`src/rtl/div_unit.sv`:
```
// Multi-cycle signed divider: radix-2 restoring division on operand magnitudes,
// then a sign-correction step. Results feed the HI (remainder) / LO (quotient) registers.
module div_unit #(
    parameter int WIDTH = 32
) (
    input  logic             clk,
    input  logic             clr,
    input  logic             start,
    input  logic [WIDTH-1:0] dividend,
    input  logic [WIDTH-1:0] divisor,
    output logic             busy,
    output logic             done,
    output logic [WIDTH-1:0] quotient,
    output logic [WIDTH-1:0] remainder,
    output logic             div_by_zero
);

    localparam int CW = $clog2(WIDTH) + 1;

    typedef enum logic [1:0] {
        S_IDLE,
        S_CALC,
        S_FIX,
        S_DONE
    } state_t;

    state_t           state_q, state_d;
    logic [CW-1:0]    cnt_q, cnt_d;
    logic [WIDTH-1:0] acc_q, acc_d;
    logic [WIDTH-1:0] prem_q, prem_d;
    logic [WIDTH-1:0] dvs_q, dvs_d;
    logic             dvd_neg_q, dvd_neg_d;
    logic             dvs_neg_q, dvs_neg_d;
    logic             zero_q, zero_d;
    logic [WIDTH-1:0] quotient_q, quotient_d;
    logic [WIDTH-1:0] remainder_q, remainder_d;
    logic             dbz_q, dbz_d;
    logic             done_q, done_d;

    logic [WIDTH:0]   shifted;
    logic [WIDTH:0]   trial;

    // Two's-complement magnitude; the most negative value maps to itself and is read as unsigned.
    function automatic logic [WIDTH-1:0] mag(input logic [WIDTH-1:0] x);
        return x[WIDTH-1] ? -x : x;
    endfunction

    always_comb begin
        // NOTE: every signal gets a default first so no path through the case infers a latch.
        state_d     = state_q;
        cnt_d       = cnt_q;
        acc_d       = acc_q;
        prem_d      = prem_q;
        dvs_d       = dvs_q;
        dvd_neg_d   = dvd_neg_q;
        dvs_neg_d   = dvs_neg_q;
        zero_d      = zero_q;
        quotient_d  = quotient_q;
        remainder_d = remainder_q;
        dbz_d       = dbz_q;
        done_d      = 1'b0;

        shifted = {prem_q, acc_q[WIDTH-1]};
        trial   = shifted - {1'b0, dvs_q};

        unique case (state_q)
            S_IDLE: begin
                // The idle cycle right after completion is where done is high, so a
                // back-to-back start is accepted here.
                if (start) begin
                    dvd_neg_d = dividend[WIDTH-1];
                    dvs_neg_d = divisor[WIDTH-1];
                    acc_d     = mag(dividend);
                    dvs_d     = mag(divisor);
                    prem_d    = '0;
                    cnt_d     = '0;
                    dbz_d     = 1'b0;
                    zero_d    = (divisor == '0);
                    state_d   = (divisor == '0) ? S_FIX : S_CALC;
                end
            end
            S_CALC: begin
                if (!trial[WIDTH]) begin
                    prem_d = trial[WIDTH-1:0];
                    acc_d  = {acc_q[WIDTH-2:0], 1'b1};
                end else begin
                    prem_d = shifted[WIDTH-1:0];
                    acc_d  = {acc_q[WIDTH-2:0], 1'b0};
                end
                cnt_d = cnt_q + CW'(1);
                if (cnt_q == CW'(WIDTH - 1)) begin
                    state_d = S_FIX;
                end
            end
            S_FIX: begin
                if (zero_q) begin
                    // acc_q still holds |dividend|; re-apply its sign to recover the original.
                    quotient_d  = '1;
                    remainder_d = dvd_neg_q ? -acc_q : acc_q;
                    dbz_d       = 1'b1;
                end else begin
                    quotient_d  = (dvd_neg_q ^ dvs_neg_q) ? -acc_q : acc_q;
                    remainder_d = dvd_neg_q ? -prem_q : prem_q;
                end
                state_d = S_DONE;
            end
            S_DONE: begin
                done_d  = 1'b1;
                state_d = S_IDLE;
            end
            default: state_d = S_IDLE;
        endcase
    end

    // NOTE: sequential state uses non-blocking assignments so all flops update together.
    always_ff @(posedge clk or negedge clr) begin
        if (!clr) begin
            state_q     <= S_IDLE;
            cnt_q       <= '0;
            acc_q       <= '0;
            prem_q      <= '0;
            dvs_q       <= '0;
            dvd_neg_q   <= 1'b0;
            dvs_neg_q   <= 1'b0;
            zero_q      <= 1'b0;
            quotient_q  <= '0;
            remainder_q <= '0;
            dbz_q       <= 1'b0;
            done_q      <= 1'b0;
        end else begin
            state_q     <= state_d;
            cnt_q       <= cnt_d;
            acc_q       <= acc_d;
            prem_q      <= prem_d;
            dvs_q       <= dvs_d;
            dvd_neg_q   <= dvd_neg_d;
            dvs_neg_q   <= dvs_neg_d;
            zero_q      <= zero_d;
            quotient_q  <= quotient_d;
            remainder_q <= remainder_d;
            dbz_q       <= dbz_d;
            done_q      <= done_d;
        end
    end

    assign busy        = (state_q != S_IDLE);
    assign done        = done_q;
    assign quotient    = quotient_q;
    assign remainder   = remainder_q;
    assign div_by_zero = dbz_q;

    a_done_single : assert property (@(posedge clk) disable iff (!clr) done |=> !done);
    a_busy_done   : assert property (@(posedge clk) disable iff (!clr) !(busy && done));

endmodule

```
`config.mk`:
```
export PLATFORM = sky130hd
export DESIGN_NAME = div_unit
export DESIGN_NICKNAME = d
export VERILOG_FILES = /design/src/rtl/div_unit.sv
export SDC_FILE = /design/constraint.sdc
export NUM_CORES = 1
export LEC_CHECK = 0
export ABC_CLOCK_PERIOD_IN_PS = 5800
export CORE_MARGIN = 3
export CORE_UTILIZATION = 45
export DETAILED_ROUTE_END_ITERATION = 8
export DONT_BUFFER_PORTS = 1
export SYNTH_ARGS = -nofsm -noshare
export SYNTH_HDL_FRONTEND = slang
export SYNTH_SLANG_ARGS = --single-unit
```
`constraint.sdc`:
```
create_clock -name clk -period 5.8 [get_ports clk]
set_clock_uncertainty 0.05 [all_clocks]
set_input_delay 0.87 -clock clk [delete_from_list [all_inputs] [get_ports clk]]
set_output_delay 0.87 -clock clk [all_outputs]
set_load 0.02 [all_outputs]
```
* After elaboration in Yosys (flattened, before gate mapping)
Cells that the tools add are included.
** Word-level totals
- Bits in registers :: 173
- Word-level logic and storage cells :: 58
** Cells by class
- Bitwise operators :: 1
- Reductions and logical operators :: 9
- Add/subtract/negate cells :: 6
- Equal/unequal tests :: 7
- Multiplexer cells :: 23
** Operator list (count)
- $mux W32 :: 10
- $neg A32 Y32 :: 4
- $pmux W32 S2 :: 2
- $sub A33 B32 Y33 :: 1
- $logic_not A32 Y1 :: 1
- $pmux W6 S2 :: 1
- $pmux W2 S4 :: 1
- $add A6 B1 Y6 const B :: 1
- $eq A6 B5 Y1 const B :: 1
- $mux W2 :: 3
- $mux W6 :: 1
- $ne A2 B2 Y1 const B :: 3
- $reduce_and A2 Y1 :: 3
- $reduce_bool A2 Y1 :: 3
- $eq A2 B2 Y1 const B :: 2
- $mux W1 :: 4
- $reduce_and A3 Y1 :: 1
- $eq A2 B1 Y1 const B :: 1
- $logic_not A2 Y1 :: 1
- $pmux W1 S2 :: 1
- $xor A1 B1 Y1 :: 1

* Longest topological paths before layout
- Word-level depth :: 4
- Gate-level depth with buffers :: 15
- Mapped depth without buffers :: 12

* Worst setup path after synthesis
No wires, ideal clock.
- Kind :: flip-flop to flip-flop
- From :: reg acc_q[31]
- To :: reg prem_q[14]
- Stages on the path, launching flop included :: 16
- Path slack :: 2.377 ns
- Setup time :: 0.131 ns
- Data arrival time :: 3.241 ns
- Path buffers :: 3
- Path through :: dfrtp_1 > inv_1 > ha_1 > fa_1 > nand2b_1 > a21oi_1 > o21ai_0 > a211oi_1 > o21ai_1 > and3b_1 > or3_1 > clkbuf_1 > nand2_1 > buf_2 > buf_2 > o211ai_1
** Between the ends
- Cells in the longest elaborated chain, start to end :: 3
** Ends and longest elaborated chain
- start, declared :: line 29 : logic [WIDTH-1:0] acc_q, acc_d;
- start signal, assigned :: line 120 : acc_q <= '0;
- start signal, assigned :: line 133 : acc_q <= acc_d;
- $sub A33 B32 Y33 :: line 64 : trial = shifted - {1'b0, dvs_q};
- $mux W32 :: line 83 : if (!trial[WIDTH]) begin
- $pmux W32 S2 :: line 66 : unique case (state_q)
- end signal, assigned :: line 134 : prem_q <= prem_d;
- end, declared :: line 30 : logic [WIDTH-1:0] prem_q, prem_d;
Every way passes these cells.
A chain may end at the register's enable or synchronous reset.

* Worst setup path in the final report
- From :: reg acc_q[31]
- To :: reg prem_q[10]
The elaborated chain is that of the path after synthesis.

==> flow_summary.html <==
<table>
<tr><th>Metric</th><th>Value</th></tr>
<tr><th colspan="2">Worst setup path</th></tr>
<tr><td>Most used cell along the critical path</td><td>sky130_fd_sc_hd__o21ai_1</td></tr>
<tr><td>Element type at the critical path end</td><td>flip-flop</td></tr>
<tr><td>Worst-path cell chain</td><td>inv_1, ha_1, fa_1, nand2b_1, a21oi_1, o21ai_0, a211oi_1, o21ai_1, and3b_1, o21ai_1, nand2_1, a221o_2</td></tr>
<tr><td>Endpoint required time on the critical path</td><td>~6 ns</td></tr>
<tr><td>Critical-path top delay cell</td><td>sky130_fd_sc_hd__nand2_1</td></tr>
<tr><td>Startpoint class of the critical path</td><td>flip-flop</td></tr>
<tr><td>Largest fanout on the critical path</td><td>29</td></tr>
<tr><td>Worst setup endpoint</td><td>prem_q[10]</td></tr>
<tr><td>Register-to-Register Setup Slack</td><td>1.19 ns</td></tr>
<tr><td>Start-to-end type of the worst setup path</td><td>reg -&gt; reg</td></tr>
<tr><td>Longest individual stage delay on the worst path</td><td>0.82 ns</td></tr>
<tr><td>Worst EP arrival</td><td>~4.9 ns</td></tr>
<tr><td>Worst r2r path cells</td><td>12</td></tr>
<tr><td>Reg-to-reg startpoint</td><td>acc_q[31]</td></tr>
<tr><td>Worst setup path startpoint</td><td>acc_q[31]</td></tr>
<tr><td>Worst r2r dst</td><td>prem_q[10]</td></tr>
<tr><th colspan="2">Placement</th></tr>
<tr><td>Setup slack after placement</td><td>~1.2 ns</td></tr>
<tr><td>Global placer's final weighted congestion</td><td>0.909</td></tr>
<tr><td>Count of input and output buffers</td><td>0</td></tr>
<tr><td>Placed Cells incl. Taps</td><td>1748</td></tr>
<tr><td>HPWL Detailed</td><td>~25 mm</td></tr>
<tr><th colspan="2">STA</th></tr>
<tr><td>Min Hold Slack</td><td>0.0660 ns</td></tr>
<tr><td>Final hold violation count</td><td>0</td></tr>
<tr><td>Final worst slack</td><td>1.19 ns</td></tr>
<tr><td>Post-route minimum period</td><td>4.61 ns</td></tr>
<tr><td>Fin Setup TNS</td><td>0 ns</td></tr>
<tr><td>Final clock period utilization by the worst path</td><td>roughly 80%</td></tr>
<tr><td>RSZ-0062 raised after global routing</td><td>false</td></tr>
<tr><td>Max frequency</td><td>between 0.2 and 0.25 GHz</td></tr>
<tr><td>Final setup violation count</td><td>0</td></tr>
<tr><td>Relative slew slack</td><td>between 10% and 20%</td></tr>
<tr><td>Number of max-slew violations in the final report</td><td>0</td></tr>
<tr><td>Slew of the pin with the lowest slew margin</td><td>~1.2 ns</td></tr>
<tr><th colspan="2">Final layout</th></tr>
<tr><td>Antenna diodes</td><td>0</td></tr>
<tr><td>Final layout net count</td><td>1542</td></tr>
<tr><td>Most frequent standard cell in the layout excluding fill and tap cells</td><td>sky130_fd_sc_hd__nand2_1</td></tr>
<tr><td>Non-filler instance count after layout</td><td>between 1500 and 2000</td></tr>
<tr><td>Fillers</td><td>2559</td></tr>
<tr><td>Area delta synth-&gt;final</td><td>6.09%</td></tr>
<tr><td>Total area of multi-input combinational cells</td><td>just over 7000 sq um</td></tr>
<tr><td>Share of final-layout standard cells stronger than drive strength 1</td><td>around 5.6%</td></tr>
<tr><td>Reg area</td><td>about 4300 sq um</td></tr>
<tr><td>Commonest non-fill, non-tap cells in the layout</td><td>sky130_fd_sc_hd__nand2_1, sky130_fd_sc_hd__dfrtp_1, sky130_fd_sc_hd__o21ai_0</td></tr>
<tr><th colspan="2">Global routing</th></tr>
<tr><td>Number of global-route vias before repair</td><td>roughly 9800</td></tr>
<tr><td>Remaining Overflow, GRT</td><td>0</td></tr>
<tr><td>Largest net degree at the start of global routing</td><td>approximately 170</td></tr>
<tr><td>Overall fraction of global-route tracks in use</td><td>a little under a quarter</td></tr>
<tr><td>Antenna violations before repair</td><td>0</td></tr>
<tr><td>First-pass GRT wire length</td><td>about 55 mm</td></tr>
<tr><th colspan="2">Synth</th></tr>
<tr><td>Area contributors post-synth</td><td>sky130_fd_sc_hd__dfrtp_1, sky130_fd_sc_hd__xor2_1, sky130_fd_sc_hd__nand2_1, sky130_fd_sc_hd__o21ai_0, sky130_fd_sc_hd__a21oi_1</td></tr>
<tr><td>Post-synth net total</td><td>between 1500 and 2000</td></tr>
<tr><td>Register bit total from synthesis</td><td>roughly 170</td></tr>
<tr><td>EDFF count, synth</td><td>0</td></tr>
<tr><td>Post-synth cell types</td><td>64</td></tr>
<tr><td>Netlist area before placement</td><td>around 12000 sq um</td></tr>
<tr><td>Ys flop type</td><td>sky130_fd_sc_hd__dfrtp_1</td></tr>
<tr><td>Share of the synthesized area in the top cell type</td><td>~35%</td></tr>
<tr><td>Synth Area per Inst</td><td>just over 8 sq um</td></tr>
<tr><td>Warnings, synthesis</td><td>0</td></tr>
<tr><td>Area leader, netlist</td><td>sky130_fd_sc_hd__dfrtp_1</td></tr>
<tr><td>Portion of the post-synthesis area used by sequential elements</td><td>around 35%</td></tr>
<tr><td>Cells after synthesis</td><td>~1500</td></tr>
<tr><td>Post-synthesis async set-or-reset flop share</td><td>100%</td></tr>
<tr><th colspan="2">Clock network</th></tr>
<tr><td>H-Tree Level Count</td><td>4</td></tr>
<tr><td>Worst-skew pair later-pin latency</td><td>~0.44 ns</td></tr>
<tr><td>Number of clock sinks</td><td>between 150 and 200</td></tr>
<tr><td>Clock tree from TritonCTS</td><td>built</td></tr>
<tr><td>Buffer levels on the longest clock path</td><td>2</td></tr>
<tr><td>Cell at the root of the clock tree</td><td>sky130_fd_sc_hd__clkbuf_16</td></tr>
<tr><td>Inserted Clock Buffers</td><td>17</td></tr>
<tr><td>Post-CTS setup buffer count</td><td>0</td></tr>
<tr><td># resized after CTS</td><td>0</td></tr>
<tr><td>Clock Pin Slew Worst Setup and Hold Paths</td><td>about 0.080 ns</td></tr>
<tr><td>Hold Buf Count CTS</td><td>0</td></tr>
<tr><th colspan="2">Routing</th></tr>
<tr><td>Router iterations before antenna repair</td><td>5</td></tr>
<tr><td>Residual DRC</td><td>0</td></tr>
<tr><td>Via density</td><td>between 5 and 6</td></tr>
<tr><td>DRC violation total after the first TritonRoute iteration</td><td>830</td></tr>
<tr><td>ANT nets after route</td><td>0</td></tr>
<tr><td>Wire length reported by the detailed router</td><td>approximately 35 mm</td></tr>
<tr><td>Via count of the routed design</td><td>about 10000</td></tr>
<tr><td>Routed wire length per instance</td><td>approximately 19 microns</td></tr>
<tr><th colspan="2">Hold path</th></tr>
<tr><td>Class of the tightest hold or removal check</td><td>in -&gt; async</td></tr>
<tr><th colspan="2">Floorplanning</th></tr>
<tr><td>Std-Cell Rows</td><td>59</td></tr>
<tr><td>Initial Utilization</td><td>between 40% and 50%</td></tr>
<tr><td>I/O pin count</td><td>roughly 130</td></tr>
<tr><td>Die Wd</td><td>171 microns</td></tr>
<tr><td>Die area</td><td>approximately 29000 sq um</td></tr>
<tr><td>Height of the die</td><td>171 microns</td></tr>
<tr><td>Core Area</td><td>26400 sq um</td></tr>
<tr><th colspan="2">Power</th></tr>
<tr><td>Cell area power density</td><td>between 600 and 700 nW/um^2</td></tr>
<tr><td>Maximum resistive drop on vdd</td><td>0.000322 V</td></tr>
<tr><td>Leak pwr</td><td>approximately 5.5 nW</td></tr>
<tr><th colspan="2">Run status</th></tr>
<tr><td>Run status</td><td>complete, no violations</td></tr>
<tr><th colspan="2">Run</th></tr>
<tr><td>Number of max-cap violations</td><td>0</td></tr>
</table>
area by class of cell:
| type | instances | area share [%] |
|---|---|---|
| Clock inverter | 15 | 1.48 |
| Tap cell | 335 | 3.24 |
| Clock buffer | 17 | 3.29 |
| Timing Repair Buffer | 10 | 0.580 |
| Inverter | 79 | 2.29 |
| Sequential cell | 173 | 33.5 |
| Multi-Input combinational cell | 1151 | 55.7 |
critical path: cells and delay by family (launching register included):
kind	cells	cell delay (ns)
AOI/OAI and AO/OA	6	2.06
adders and majority gates	2	0.64
and+or+nand+nor	3	1.23
buffers and inverters	1	0.09
DFF	1	0.40
per-stage QoR:
| stage | util [%] | power, mW | instance area (sq um) |
|---|---|---|---|
| after CTS | 49.1 | 8.67 | 12900 |
| after floorplan | - | 6.14 | 12200 |
| after global routing | 49.1 | 9.41 | 12900 |
| after detailed placement | 46.8 | 7.43 | 12300 |
| final | 49.1 | 8.69 | 12900 |
| after global placement | 46.8 | 7.36 | 12300 |
Yosys cell counts (10+ instances only):
cell and n:
sky130_fd_sc_hd__nor3_1 15, sky130_fd_sc_hd__nand4_1 26, sky130_fd_sc_hd__a21oi_1 117, sky130_fd_sc_hd__dfrtp_1 173
sky130_fd_sc_hd__xnor2_1 61, sky130_fd_sc_hd__a21o_1 11, sky130_fd_sc_hd__inv_1 79, sky130_fd_sc_hd__o21ai_0 134
sky130_fd_sc_hd__o31ai_1 48, sky130_fd_sc_hd__nand2b_1 13, sky130_fd_sc_hd__o211ai_1 38, sky130_fd_sc_hd__or4_1 14
sky130_fd_sc_hd__or3_1 17, sky130_fd_sc_hd__ha_1 42, sky130_fd_sc_hd__nor2_1 125, sky130_fd_sc_hd__xor2_1 119
sky130_fd_sc_hd__a221o_1 10, sky130_fd_sc_hd__nand3_1 19, sky130_fd_sc_hd__clkbuf_1 82, sky130_fd_sc_hd__nor4_1 10
sky130_fd_sc_hd__nand2_1 216, sky130_fd_sc_hd__buf_1 17, sky130_fd_sc_hd__o41ai_1 12, sky130_fd_sc_hd__mux2_2 13
routing by layer:
metal | part of all wire, % | GRT usage [%] | vias up
met2 | 43 | 35.0 | 316
met5 | 0 | 0 | -
met3 | 6.9 | 4.71 | 32
met1 | 48 | 35.6 | 4991
met4 | 2.0 | 6.91 | 0
li1 | - | - | 5100
flip-flops by register name (all words and copies together), names as in the netlist, 2 cells and up:
| name | cells |
|---|---|
| cnt_q | 6 |
| prem_q | 32 |
| remainder | 32 |
| quotient | 32 |
| acc_q | 32 |
| state_q | 2 |
| dvs_q | 32 |
logic make-up after synthesis:
family | synth area share, %
AOI/OAI and AO/OA | 21.0
xor gates and xnor gates | 12.9
adders and majority gates | 4.47
buffers and inverters | 5.64
DFF | 35.5
muxes | 2.04
and+or+nand+nor | 18.5
where the power goes:
part           switching (mW)  leakage (nW)  internal, mW
registers                1.02          2.13          1.75
logic                    2.88          3.09          1.82
clock network           0.563         0.297         0.660
total                    4.47          5.52          4.22
worst min-delay path by stage:
| stage | start | slack [ns] | to | cells after the start |
|---|---|---|---|---|
| 2_1_floorplan | dvs_q[31] | 0.40 | dvs_q[31] | 2 |
| 3_3_place_gp | dvs_q[19] | 0.41 | dvs_q[19] | 2 |
| 3_5_place_dp | dvs_q[22] | 0.42 | dvs_q[22] | 2 |
| 4_1_cts | clr | 0.05 | quotient[9] | 0 |
| 5_1_grt | clr | 0.04 | quotient[9] | 0 |
| 6_report | clr | 0.07 | quotient[9] | 0 |
Note: power is estimated with default switching activity, not from simulation.
